## src/rtl/bin2bcd_seq.sv

```systemverilog
// rtl/bin2bcd_seq.sv - sequential shift-and-add-3 binary to BCD converter
//
// Purpose: converts a WIDTH-bit binary operand into DIGITS packed BCD digits,
// one bit per clock. The result saturates to all nines with an overflow flag
// when it does not fit in DIGITS digits.
//
// Parameters:
//   WIDTH    binary input width (1..32)
//   DIGITS   number of BCD output digits (1..10)
//
// Ports:
//   clk       rising-edge clock
//   reset     asynchronous active-high reset
//   start     conversion request, accepted only when idle
//   bin       binary operand, captured when start is accepted
//   busy      high while a conversion is in progress
//   done      one-cycle pulse when bcd/overflow are updated
//   bcd       packed result, digit 0 in bits [3:0]
//   overflow  last committed result exceeded 10^DIGITS-1
//   hex       active-low seven-segment codes (gfedcba), digit 0 in [6:0];
//             present only when the SEG_DECODE_EN macro is defined
module bin2bcd_seq #(
    parameter int WIDTH  = 10,
    parameter int DIGITS = 4
) (
    input  logic                  clk,
    input  logic                  reset,
    input  logic                  start,
    input  logic [WIDTH-1:0]      bin,
    output logic                  busy,
    output logic                  done,
    output logic [4*DIGITS-1:0]   bcd,
    output logic                  overflow
`ifdef SEG_DECODE_EN
    ,
    output logic [7*DIGITS-1:0]   hex
`endif
);

    localparam int BW = 4 * DIGITS;
    localparam int CW = $clog2(WIDTH + 1);
    localparam logic [BW-1:0] NINES = {DIGITS{4'h9}};

    typedef enum logic [1:0] {
        IDLE,
        SHIFT,
        COMMIT
    } state_t;

    state_t          state_q, state_d;
    logic [BW-1:0]   work_q, work_d;
    logic [WIDTH-1:0] opnd_q, opnd_d;
    logic [CW-1:0]   cnt_q, cnt_d;
    logic            ovfw_q, ovfw_d;
    logic [BW-1:0]   bcd_q, bcd_d;
    logic            ovf_q, ovf_d;
    logic            done_q, done_d;
    logic [BW-1:0]   adj;

    always_ff @(posedge clk or posedge reset) begin
        if (reset) begin
            state_q <= IDLE;
            work_q  <= '0;
            opnd_q  <= '0;
            cnt_q   <= '0;
            ovfw_q  <= 1'b0;
            bcd_q   <= '0;
            ovf_q   <= 1'b0;
            done_q  <= 1'b0;
        end else begin
            state_q <= state_d;
            work_q  <= work_d;
            opnd_q  <= opnd_d;
            cnt_q   <= cnt_d;
            ovfw_q  <= ovfw_d;
            bcd_q   <= bcd_d;
            ovf_q   <= ovf_d;
            done_q  <= done_d;
        end
    end

    // Add-3 correction applied to the working digits before every shift.
    always_comb begin
        adj = work_q;
        for (int i = 0; i < DIGITS; i++) begin
            if (work_q[i*4 +: 4] >= 4'd5) begin
                adj[i*4 +: 4] = work_q[i*4 +: 4] + 4'd3;
            end
        end
    end

    always_comb begin
        state_d = state_q;
        work_d  = work_q;
        opnd_d  = opnd_q;
        cnt_d   = cnt_q;
        ovfw_d  = ovfw_q;
        bcd_d   = bcd_q;
        ovf_d   = ovf_q;
        done_d  = 1'b0;
        case (state_q)
            IDLE: begin
                if (start) begin
                    opnd_d  = bin;
                    work_d  = '0;
                    ovfw_d  = 1'b0;
                    cnt_d   = CW'(WIDTH);
                    state_d = SHIFT;
                end
            end
            SHIFT: begin
                work_d = {adj[BW-2:0], opnd_q[WIDTH-1]};
                opnd_d = opnd_q << 1;
                cnt_d  = cnt_q - 1'b1;
                // A one leaving the top digit means the value no longer fits.
                if (adj[BW-1]) begin
                    ovfw_d = 1'b1;
                end
                if (cnt_q == CW'(1)) begin
                    state_d = COMMIT;
                end
            end
            COMMIT: begin
                bcd_d   = ovfw_q ? NINES : work_q;
                ovf_d   = ovfw_q;
                done_d  = 1'b1;
                state_d = IDLE;
            end
            default: begin
                state_d = IDLE;
            end
        endcase
    end

    assign busy     = (state_q != IDLE);
    assign done     = done_q;
    assign bcd      = bcd_q;
    assign overflow = ovf_q;

`ifdef SEG_DECODE_EN
    function automatic logic [6:0] seg7(input logic [3:0] d);
        case (d)
            4'd0:    seg7 = 7'b1000000;
            4'd1:    seg7 = 7'b1111001;
            4'd2:    seg7 = 7'b0100100;
            4'd3:    seg7 = 7'b0110000;
            4'd4:    seg7 = 7'b0011001;
            4'd5:    seg7 = 7'b0010010;
            4'd6:    seg7 = 7'b0000010;
            4'd7:    seg7 = 7'b1111000;
            4'd8:    seg7 = 7'b0000000;
            4'd9:    seg7 = 7'b0010000;
            4'd15:   seg7 = 7'b0111111;
            default: seg7 = 7'b1111111;
        endcase
    endfunction

    // On overflow every digit shows a dash instead of the saturated nines.
    always_comb begin
        hex = '0;
        for (int i = 0; i < DIGITS; i++) begin
            hex[i*7 +: 7] = ovf_q ? seg7(4'hF) : seg7(bcd_q[i*4 +: 4]);
        end
    end
`endif

endmodule

```

## config.mk

```make
export PLATFORM = sky130hd
export DESIGN_NAME = bin2bcd_seq
export DESIGN_NICKNAME = d
export VERILOG_FILES = /design/src/rtl/bin2bcd_seq.sv
export SDC_FILE = /design/constraint.sdc
export NUM_CORES = 1
export LEC_CHECK = 0
export CORE_MARGIN = 2
export CORE_UTILIZATION = 55
export CTS_CLUSTER_SIZE = 10
export DETAILED_ROUTE_END_ITERATION = 8
export PLACE_DENSITY = 0.81
export SYNTH_ARGS = -nofsm -noshare
export SYNTH_HDL_FRONTEND = slang
export SYNTH_SLANG_ARGS = --single-unit
export TNS_END_PERCENT = 30
```

## constraint.sdc

```tcl
create_clock -name clk -period 2.7 [get_ports clk]
set_input_delay 0.27 -clock clk [delete_from_list [all_inputs] [get_ports clk]]
set_output_delay 0.27 -clock clk [all_outputs]
set_load 0.01 [all_outputs]
```

==> summary by stage, run 1 <==
Yosys
During synthesis, Yosys emitted a total of 0 warnings. Among all cell types in the netlist, the one instantiated most often is sky130_fd_sc_hd__dfrtp_1. By count the netlist is led by 51 x sky130_fd_sc_hd__dfrtp_1, 37 x sky130_fd_sc_hd__nand2_1, 22 x sky130_fd_sc_hd__inv_1. After Yosys synthesis, XOR and XNOR cells account for 1.33% of the synthesized area.

By area the synthesized netlist is led by sky130_fd_sc_hd__dfrtp_1 48%, sky130_fd_sc_hd__nand2_1 5.3%, sky130_fd_sc_hd__ha_1 4.7%, sky130_fd_sc_hd__a31oi_2 4.3%, sky130_fd_sc_hd__o31ai_1 3.7%. Summing the areas of all and, or, nand and nor instances in the mapped netlist gives 14.0% of the synthesized area. The synthesized netlist devotes 22.2% of its cell area to compound gates. Summed over all instances, the cell type with the most area after synthesis is sky130_fd_sc_hd__dfrtp_1. The proportion of synthesized chip area in sequential cells is 48.3%. After synthesis, the largest family of logic cells by area is compound AO/OA/AOI/OAI gates. The share of synthesized area in the top cell type comes to 48.3%.

The synthesized area per cell is 10.2 um^2. The flop and latch count out of synthesis is 51. The mux cell area share after synthesis is 1.18%.

The number of nets in the synthesized netlist is 281. The count of flip-flops with a built-in enable after synthesis is 0. The async set-or-reset flop fraction in the synthesized netlist is 100%. The dominant register cell in the synthesized netlist is sky130_fd_sc_hd__dfrtp_1. The netlist area before placement is 2640 um^2. Counting every instance in the synthesized netlist gives 258. Summing the areas of all fa, ha and maj instances in the mapped netlist gives 4.74% of the synthesized area. The unique cell type count in the Yosys netlist is 39.

Routing
For this block, the routed nets add up to 4810 um of wire. The number of DRC markers after the initial detailed-route iteration is 125. Once detail routing completed, the nets flagged for antenna violations numbered 0. The count of TritonRoute iterations in the first routing pass is 4.

The remaining design rule violation count is 0. After detailed routing, the average wire length per cell comes to 14.3 um. In the routed layout, each cell is associated on average with a via count of 5.70.

The via count is 1,922.

CTS
For this design, the sink count on the clock tree is 51. In this run, post-CTS repair resized a total of 0 instances. The cell at the root of the clock tree is sky130_fd_sc_hd__clkbuf_8. The clock-pin slew on the worst setup and hold paths is 90 ps. The number of H-tree levels is 2. The number of buffers inserted during clock tree synthesis is 5. The clock insertion delay at the later pin of the skew report is 310 ps. The number of hold buffers added after cts is 0. The number of post-CTS setup repair buffers is 0. The longest clock path from root to sink contains 2 buffers. TritonCTS built the clock tree.

Die
The height of the chip is 73.3 um. In this run the core area contains 25 standard-cell rows. The I/O pin count is 32. The die width is 73.3 um. The die footprint is 5370 um^2.

The core box area is 4690 um^2. Once the floorplan was initialized, standard cells occupied 56.3% of the core.

Setup path
STA classifies the critical path endpoint as an output port. The critical-path maximum fanout is 12. The critical path in this run is classified as reg -> out. STA puts the critical path data required time at 2430 ps.

The data arrival time of the critical path is 1660 ps. The launching element type of the critical path is a flip-flop.

Run
Across the run, the number of max-cap violations was 0.

Timing
The final hold violation count was 0. Measured against its own limit, the worst slew margin works out to 53.8%. The largest clock skew in the final design is 5.79 ps.

The max-slew violation count is 0. The shortest period the worst path allows is 1930 ps. Setup violations remaining at the end of the flow were counted as 0. Adding up every negative setup slack in the final design gives 0 ps. Setup repair after global routing left no endpoint under its margin. The final critical path takes up 71.3% of the cycle. The minimum hold slack is 450 ps. For the pin with the worst max-slew slack, the measured transition is 691 ps.

The fmax is 519 MHz.

Pwr
The total power consumption of the routed design is 0.00357 W. The ratio of total power to cell area is 1190 nW/um^2. IR analysis of the VDD net gives a maximum drop of 0.544 mV.

The leakage power total is 1.30 nW.

GRT
Entering global routing, the biggest net connects 52 pins. For this run the aggregate overflow at the end of global routing stands at 0. The initial antenna violation count came to 0. Global routing used 20.1% of the available tracks. The via count of the first global-routing pass was 1,814.

The wire length of the first global-routing pass is 8390 um.

Status
The run finished with clean final reports.

Place
The last weighted congestion value of the routability-driven placer is 0.868. The post-detailed-placement cell area is 2910 um^2. The post-detailed-placement half-perimeter wirelength is 3270 um.

The total of buffers placed on input and output ports is 31.

Layout
The number of antenna cells inserted is 0. Compared with the post-synthesis result, the final layout area differs by 13.3%. Of the cells placed in the final design, the portion with a size suffix greater than 1 is 12.7%. Measured on the finished design, the core utilization comes to 63.8%. The summed area of non-filler cells in the final layout is 2990 um^2. The final net count is 305.

Worst hold path
The class of the most critical hold timing path is in -> async.
==> worst max-delay path, stage by stage (launching register included) <==
cell                              delay [ps]
sky130_fd_sc_hd__dfrtp_1                 540
sky130_fd_sc_hd__or2_2                   340
sky130_fd_sc_hd__clkdlybuf4s50_1         480
==> through the flow <==
stage | instances | setup slack (ps)
final | 337 | 775
after global routing | 337 | 692
after CTS | 337 | 763
after detailed placement | 329 | 926
after global placement | 329 | 974
after floorplan | 258 | 1200
==> placed cells by master, fill, tap and decap left out, types with 2 or more instances in the layout <==
cell,Yosys,routed
sky130_fd_sc_hd__a31oi_2,9,9
sky130_fd_sc_hd__a32o_1,4,4
sky130_fd_sc_hd__buf_4,3,3
sky130_fd_sc_hd__clkbuf_8,0,5
sky130_fd_sc_hd__clkdlybuf4s50_1,0,31
sky130_fd_sc_hd__dfrtp_1,51,51
sky130_fd_sc_hd__ha_1,10,10
sky130_fd_sc_hd__inv_1,22,21
sky130_fd_sc_hd__mux2i_1,2,2
sky130_fd_sc_hd__nand2_1,37,37
sky130_fd_sc_hd__nand2_2,9,9
sky130_fd_sc_hd__nand2b_1,4,4
sky130_fd_sc_hd__nor2_1,20,20
sky130_fd_sc_hd__nor2b_1,4,4
sky130_fd_sc_hd__nor3_1,2,2
sky130_fd_sc_hd__o2111ai_1,8,8
sky130_fd_sc_hd__o21a_1,4,4
sky130_fd_sc_hd__o21ai_0,16,16
sky130_fd_sc_hd__o221ai_1,2,2
sky130_fd_sc_hd__o221ai_2,2,2
sky130_fd_sc_hd__o311ai_0,3,3
sky130_fd_sc_hd__o31ai_1,13,13
sky130_fd_sc_hd__o32ai_1,3,3
sky130_fd_sc_hd__xnor2_1,4,4
==> layout make-up <==
cell class / instances / area [um^2]
Clock inverter: 2 / 12.5
Sequential cell: 51 / 1280
Inverter: 22 / 82.6
Timing Repair Buffer: 34 / 333
Fill cell: 404 / 1700
Multi-Input combinational cell: 168 / 1150
Tap cell: 54 / 67.6
Clock buffer: 6 / 72.6
==> logic make-up (layout without fill, tap and decap cells) <==
group | count (synthesis) | in the layout
and+or+nand+nor | 80 | 80
AOI/OAI and AO/OA | 71 | 71
DFF | 51 | 51
buffers and inverters | 39 | 64
adders and majority gates | 10 | 10
xor gates and xnor gates | 4 | 4
muxes | 3 | 3
==> metal layers <==
layer	vias up	wire length (um)	track usage (%)
li1	942	-	-
met5	-	0	0
met4	0	80	8.48
met2	57	2310	31.4
met3	9	219	4.25
met1	914	2200	27.2
==> path summary, 6_finish.rpt <==
kind	depth (start not counted)	end	slack, ps	startpoint
setup / recovery	2	busy	770	state_q[0]
hold / removal	3	done	450	reset
setup reg to reg	3	work_q[6]	930	state_q[0]
hold reg to reg	2	bcd[8]	480	bcd[8]
max in group asynchronous	3	work_q[1]	1820	reset
min in group clk	2	bcd[8]	480	bcd[8]
==> report_power, final <==
group          internal (W)  switching [W]
Combinational      0.000810       0.000919
Sequential          0.00110       0.000310
Clock              0.000182       0.000255
==> sequential cells by signal (all words and copies together) (netlist names) <==
| signal | cells |
|---|---|
| bcd | 16 |
| ovfw_q | 1 |
| opnd_q | 10 |
| overflow | 1 |
| state_q | 2 |
| cnt_q | 4 |
| done | 1 |
| work_q | 16 |
No activity file was read; power rests on OpenSTA's default activity.
==> inputs of run 2 (changes only) <==
Clock period 2.7 ns to 1.8 ns, I/O delays scaled along.
==> summary by stage, run 2 (same netlist as run 1, synthesis figures left out) <==
Status
The run finished with clean final reports.

Timing
The final hold violation count is 0. For the finished layout, the period the worst path requires is 1720 ps. Setup repair after global routing left no endpoint under its margin. Hold timing on the final database bottoms out at a slack of 245 ps. The tightest slew margin relative to the limit is 66.3%. The fmax is 581 MHz.

Setup violations remaining at the end of the flow were counted as 0. Setup total negative slack on the finished layout was measured at 0 ps. The slew at the pin closest to its max-slew limit is 506 ps.

In the finished design, the share of the clock period the worst path needs comes to 95.6%. The max-slew violation count is 0. The largest clock skew in the final design is 5.51 ps.

Run
Across the run, the number of max-cap violations was 0.

Setup path
At the worst endpoint, the required time is 1620 ps. The critical path is of the reg -> out type. The worst setup path is launched from a flip-flop. The data arrival time of the critical path is 1540 ps. Of all nets on the critical path, the largest fanout is 10. The worst setup path is captured at an output port.

Layout
The most common cell after layout, fill and taps aside is sky130_fd_sc_hd__dfrtp_1. Counting the fill cells in the layout gives 393. The final cell count without fillers is 340. From synthesis to final layout, the design area changed by 15.2%.

The area of the multi-input gates is 1150 um^2. The ratio of cells with drive above 1 in the final layout is 14.0%. The combined flip-flop and latch cell area is 1280 um^2. The number of antenna diodes in the final layout is 0. The top cell types in the final layout, fill and taps aside, are 50 x sky130_fd_sc_hd__dfrtp_1, 37 x sky130_fd_sc_hd__nand2_1, 31 x sky130_fd_sc_hd__clkdlybuf4s50_1, 21 x sky130_fd_sc_hd__inv_1, 20 x sky130_fd_sc_hd__nor2_1.

The final net count is 310.

Die
The die is 73.3 um tall. Measured along the x axis, the die boundary spans 73.3 um. Pin placement for this block handled 32 I/O pins. The die footprint is 5370 um^2. The standard-cell row count is 25.

The core box area is 4690 um^2. The initial cell density of the core is 56.3%.

GRT
The leftover overflow at the end of global routing is 0. The wire length of the first global-routing pass is 8340 um. The initial antenna violation count was 0.

The via count of the first global-routing pass is 1,859. Entering global routing, the biggest net connects 52 pins. The global-route usage over all layers is 19.8%.

CTS
The CTS tree is done. The H-tree generated during clock tree synthesis spans 2 levels. Clock-pin slew was measured on the worst setup and hold paths at 80 ps. Clock latency on the worst-skew pair, taken at its later pin, is 300 ps. The number of hold buffers added after cts is 0. The cell at the root of the clock tree is sky130_fd_sc_hd__clkbuf_8. The number of clock sinks is 51. Counting the buffers created by CTS gives 5. The number of buffers on the longest clock path is 2.

Pwr
Dividing total power by cell area gives a power density of 1780 nW/um^2. Across the VDD grid, the largest voltage drop is 0.915 mV. Summed over all cells, the static leakage comes to 1.33 nW.

Routing
The remaining design rule violation count is 0. Dividing the detail-routed wire length by the instance count gives 14.0 um. The routed layout has 1,928 vias. The detail route stage leaves a number of antenna-violating nets equal to 0. The detailed-route vias per instance is 5.67. For this block, the initial DRC count from the detailed router was 135.

The total wire length is 4760 um. The count of TritonRoute iterations in the first routing pass is 4.

Worst hold path
The class of the most critical hold timing path is in -> async.

Place
The count of buffers added on input and output ports is 31. The post-detailed-placement half-perimeter wirelength is 3310 um. In this run, placement finished with an instance count of 334. At the end of routability-driven placement, the weighted congestion stood at 0.844.
## run 2: critical path, cell delays in order (launching register included)
cell                              delay, ps
sky130_fd_sc_hd__dfrtp_2                480
sky130_fd_sc_hd__or2_2                  290
sky130_fd_sc_hd__clkdlybuf4s50_1        470
## run 2: per-stage QoR
step           instance area [um^2]  setup slack, ps  util, %  power [W]
2_1_floorplan                  2640              390        -    0.00410
3_3_place_gp                   2970              188     63.3    0.00471
3_5_place_dp                   2970              156     63.3    0.00484
4_1_cts                        3040             20.6     64.8    0.00545
5_1_grt                        3040             27.8     64.9    0.00586
6_report                       3040             79.0     64.9    0.00541
## run 2: path summary, 6_finish.rpt
path	from	end	slack (ps)	cells past startpoint
setup reg to reg	work_q[8]	work_q[12]	170	5
min in group clk	bin[6]	opnd_q[6]	460	3
max in group asynchronous	reset	state_q[0]	1320	3
setup / recovery	state_q[0]	busy	80	2
hold reg to reg	bcd[5]	bcd[5]	480	2
hold / removal	reset	bcd[15]	250	3
## run 2: layout make-up
type	instances	area share (%)
sequential	51	42.0
multi-input combinational	168	37.7
timing repair buffer	39	13.0
inverter	22	2.71
clock buffer	6	2.38
tap	54	2.22
## run 2: report_power, final
group	leakage [nW]	switching, W	internal, W
Sequential	0.654	0.000457	0.00165
Clock	0.0371	0.000337	0.000260
Combinational	0.638	0.00140	0.00131
Total	1.33	0.00219	0.00322
## run 2: metal layers
layer | GRT usage (%) | part of all wire [%] | vias up
met5 | 0 | 0 | -
met4 | 5.86 | 1.8 | 0
met3 | 4.66 | 4.1 | 8
met2 | 34.3 | 48 | 53
met1 | 24.7 | 47 | 909
li1 | - | - | 958
## run 2: what timing repair did
| item | 4_1_cts | 5_1_grt |
|---|---|---|
| endpoints found under the setup margin | 0 | 1 |
| endpoints found under the hold margin | 0 | 0 |
| buffers inserted | 0 | 0 |
| gates resized for setup | 0 | 1 |
==> inputs of run 3 (changes only) <==
Settings changed: CORE_UTILIZATION 55 to 40, PLACE_DENSITY 0.81 to 0.63.
==> summary by stage, run 3 (same netlist as run 1, synthesis figures left out) <==
Status
The flow ran to the end, and the final reports show no timing, DRC or antenna violations.

Routing
The count of TritonRoute iterations in the first routing pass is 4. The total wire length is 4880 um. Detailed routing inserted a total of 1,892 vias.

After detailed routing, the number of remaining DRC violations is 0. In this run, the number of DRC markers left after iteration 0 of detailed routing was 76. In this run the remaining antenna-violating nets after routing total 0. The detailed-route vias per instance is 5.14. After detailed routing, the average wire length per cell comes to 13.3 um.

Layout
The area added between synthesis and finish is 19.1%. The most common cell after layout, fill and taps aside is sky130_fd_sc_hd__dfrtp_1. In the layout the commonest cells are 49 x sky130_fd_sc_hd__dfrtp_1, 37 x sky130_fd_sc_hd__nand2_1, 31 x sky130_fd_sc_hd__clkdlybuf4s50_1, 21 x sky130_fd_sc_hd__inv_1, 20 x sky130_fd_sc_hd__nor2_1.

The final net count is 314. The utilization after layout is 49.3%. The number of antenna cells inserted is 0. The ratio of cells with drive above 1 in the final layout is 15.8%. The summed area of non-filler cells in the final layout is 3150 um^2.

GRT
The first global-routing pass estimated 8430 um of wire. Global routing finished with a remaining overflow of 0. The via count of the first global-routing pass is 1,821.

For this run, the total global-route usage over all layers was measured as 14.4%. The pin count of the biggest net entering global routing is 52. The initial antenna violation count is 0.

Timing
The clock arrives with 8.09 ps of skew. Setup violations remaining at the end of the flow were counted as 0. The fmax is 581 MHz. The worst path uses 95.6% of the clock period. The slew at the pin closest to its max-slew limit is 555 ps. The final hold violation count is 0. The sum of negative setup slack is 0 ps. Setup repair after global routing left no endpoint under its margin. The post-route worst setup slack is 79.0 ps. The shortest period the worst path allows is 1720 ps.

The max-slew violation count is 0. Headroom to the max-slew limit came out at 63.0%.

Pwr
The clock network accounts for 13.6% of the total power. The internal power is 0.00343 W. Per report_power, the combinational group accounts for 49.6% of the total. The worst-case vdd ir drop is 1.03 mV.

The share of total power dissipated in sequential elements is 36.8%. The net switching power is 0.00221 W. The leakage power total is 1.37 nW. Net switching is 39.2% of the power.

The ratio of total power to cell area is 1790 nW/um^2.

CTS
Counting the buffers created by CTS gives 5. The number of H-tree levels is 2. In this run the deepest clock path goes through 2 buffers. The CTS tree is done. The clock net in this run drives a total of 51 sinks. The cell at the root of the clock tree is sky130_fd_sc_hd__clkbuf_8.

The clock reaches the later pin of the worst-skew pair after 300 ps. The clock-pin slew on the worst setup and hold paths is 90 ps.

Place
The post-detailed-placement half-perimeter wirelength is 3420 um. Buffers placed on the I/O ports in this run total 31. The last weighted congestion value of the routability-driven placer is 0.822. The post-detailed-placement cell area is 3030 um^2.

The setup slack after placement is 230 ps.

Die
The initial cell density of the core is 41.4%. The floorplan step defined a die boundary enclosing 7270 um^2. The die is 85.3 um wide. The total area inside the core boundary comes to 6390 um^2. Measured along the y axis, the die boundary spans 85.3 um. During I/O placement, the number of pins put on the boundary was 32.

The floorplan has 29 rows.

Setup path
The worst reg2reg path depth is 5. The endpoint identified for the worst register-to-register timing path is work_q[6]. STA classifies the critical path startpoint as a flip-flop. The critical register-to-register path startpoint is work_q[4]. The register-to-register setup slack is 260 ps. The critical path goes through or2_2 > clkdlybuf4s50_1. The capturing element type of the critical path is an output port. On the critical path, the stage with the largest delay is an instance of sky130_fd_sc_hd__clkdlybuf4s50_1. The start-to-end type of the worst setup path is reg -> out. The critical-path maximum fanout is 8. The longest individual stage delay on the worst path is 490 ps. The data arrival time of the critical path is 1540 ps. The data required time at the worst endpoint is 1620 ps.

Worst hold path
In this run the worst hold path is classified as in -> async.

Run
The max-capacitance violation count is 0.
[run 3: stage by stage]
stage / cells / hold WS, ps / total power, W
4_1_cts: 366 / 245 / 0.00569
2_1_floorplan: 258 / 357 / 0.00410
6_report: 368 / 231 / 0.00564
5_1_grt: 368 / 262 / 0.00613
3_3_place_gp: 359 / 461 / 0.00482
3_5_place_dp: 359 / 469 / 0.00490
[run 3: layout make-up]
cell class / count / area, um^2
multi-input combinational: 168 / 1150
fill: 609 / 3240
sequential: 51 / 1280
clock buffer: 6 / 72.6
clock inverter: 1 / 30.0
timing repair buffer: 43 / 438
tap: 77 / 96.3
inverter: 22 / 82.6
[run 3: per-layer routing]
layer	global-route usage [%]	part of all wire [%]
met3	3.21	4.1
met4	4.76	0.90
met5	0	0
met1	19.9	52
met2	22.5	43
[run 3: worst max-delay path, delay by kind of cell (launching register included)]
kind,cells,cell delay [ps]
buffers and inverters,1,490
flip-flops,1,460
AND/OR/NAND/NOR,1,300
[run 3: power groups by stage]
| stage | clock (W) | sequential (W) | combinational [W] |
|---|---|---|---|
| after floorplan | 0 | 0.00204 | 0.00207 |
| after global placement | 0 | 0.00209 | 0.00273 |
| after detailed placement | 0 | 0.00211 | 0.00279 |
| after CTS | 0.000807 | 0.00209 | 0.00279 |
| after global routing | 0.000849 | 0.00216 | 0.00312 |
| final | 0.000765 | 0.00208 | 0.00280 |
[run 3: timing repair]
action                                 CTS  global route
hold buffers                             0             0
endpoints found under the hold margin    0             0
setup endpoints to repair                1             1
gates resized for setup                  1             1
gates cloned                             0             0
setup buffers                            0             2
[run 3: how the worst max path moves through the flow]
stage | start | to | depth (start not counted)
final | state_q[1] | busy | 2
after global routing | state_q[1] | busy | 2
after CTS | state_q[0] | busy | 2
after detailed placement | start | opnd_q[5] | 5
after global placement | work_q[4] | work_q[6] | 5
after floorplan | reset | bcd[0] | 1
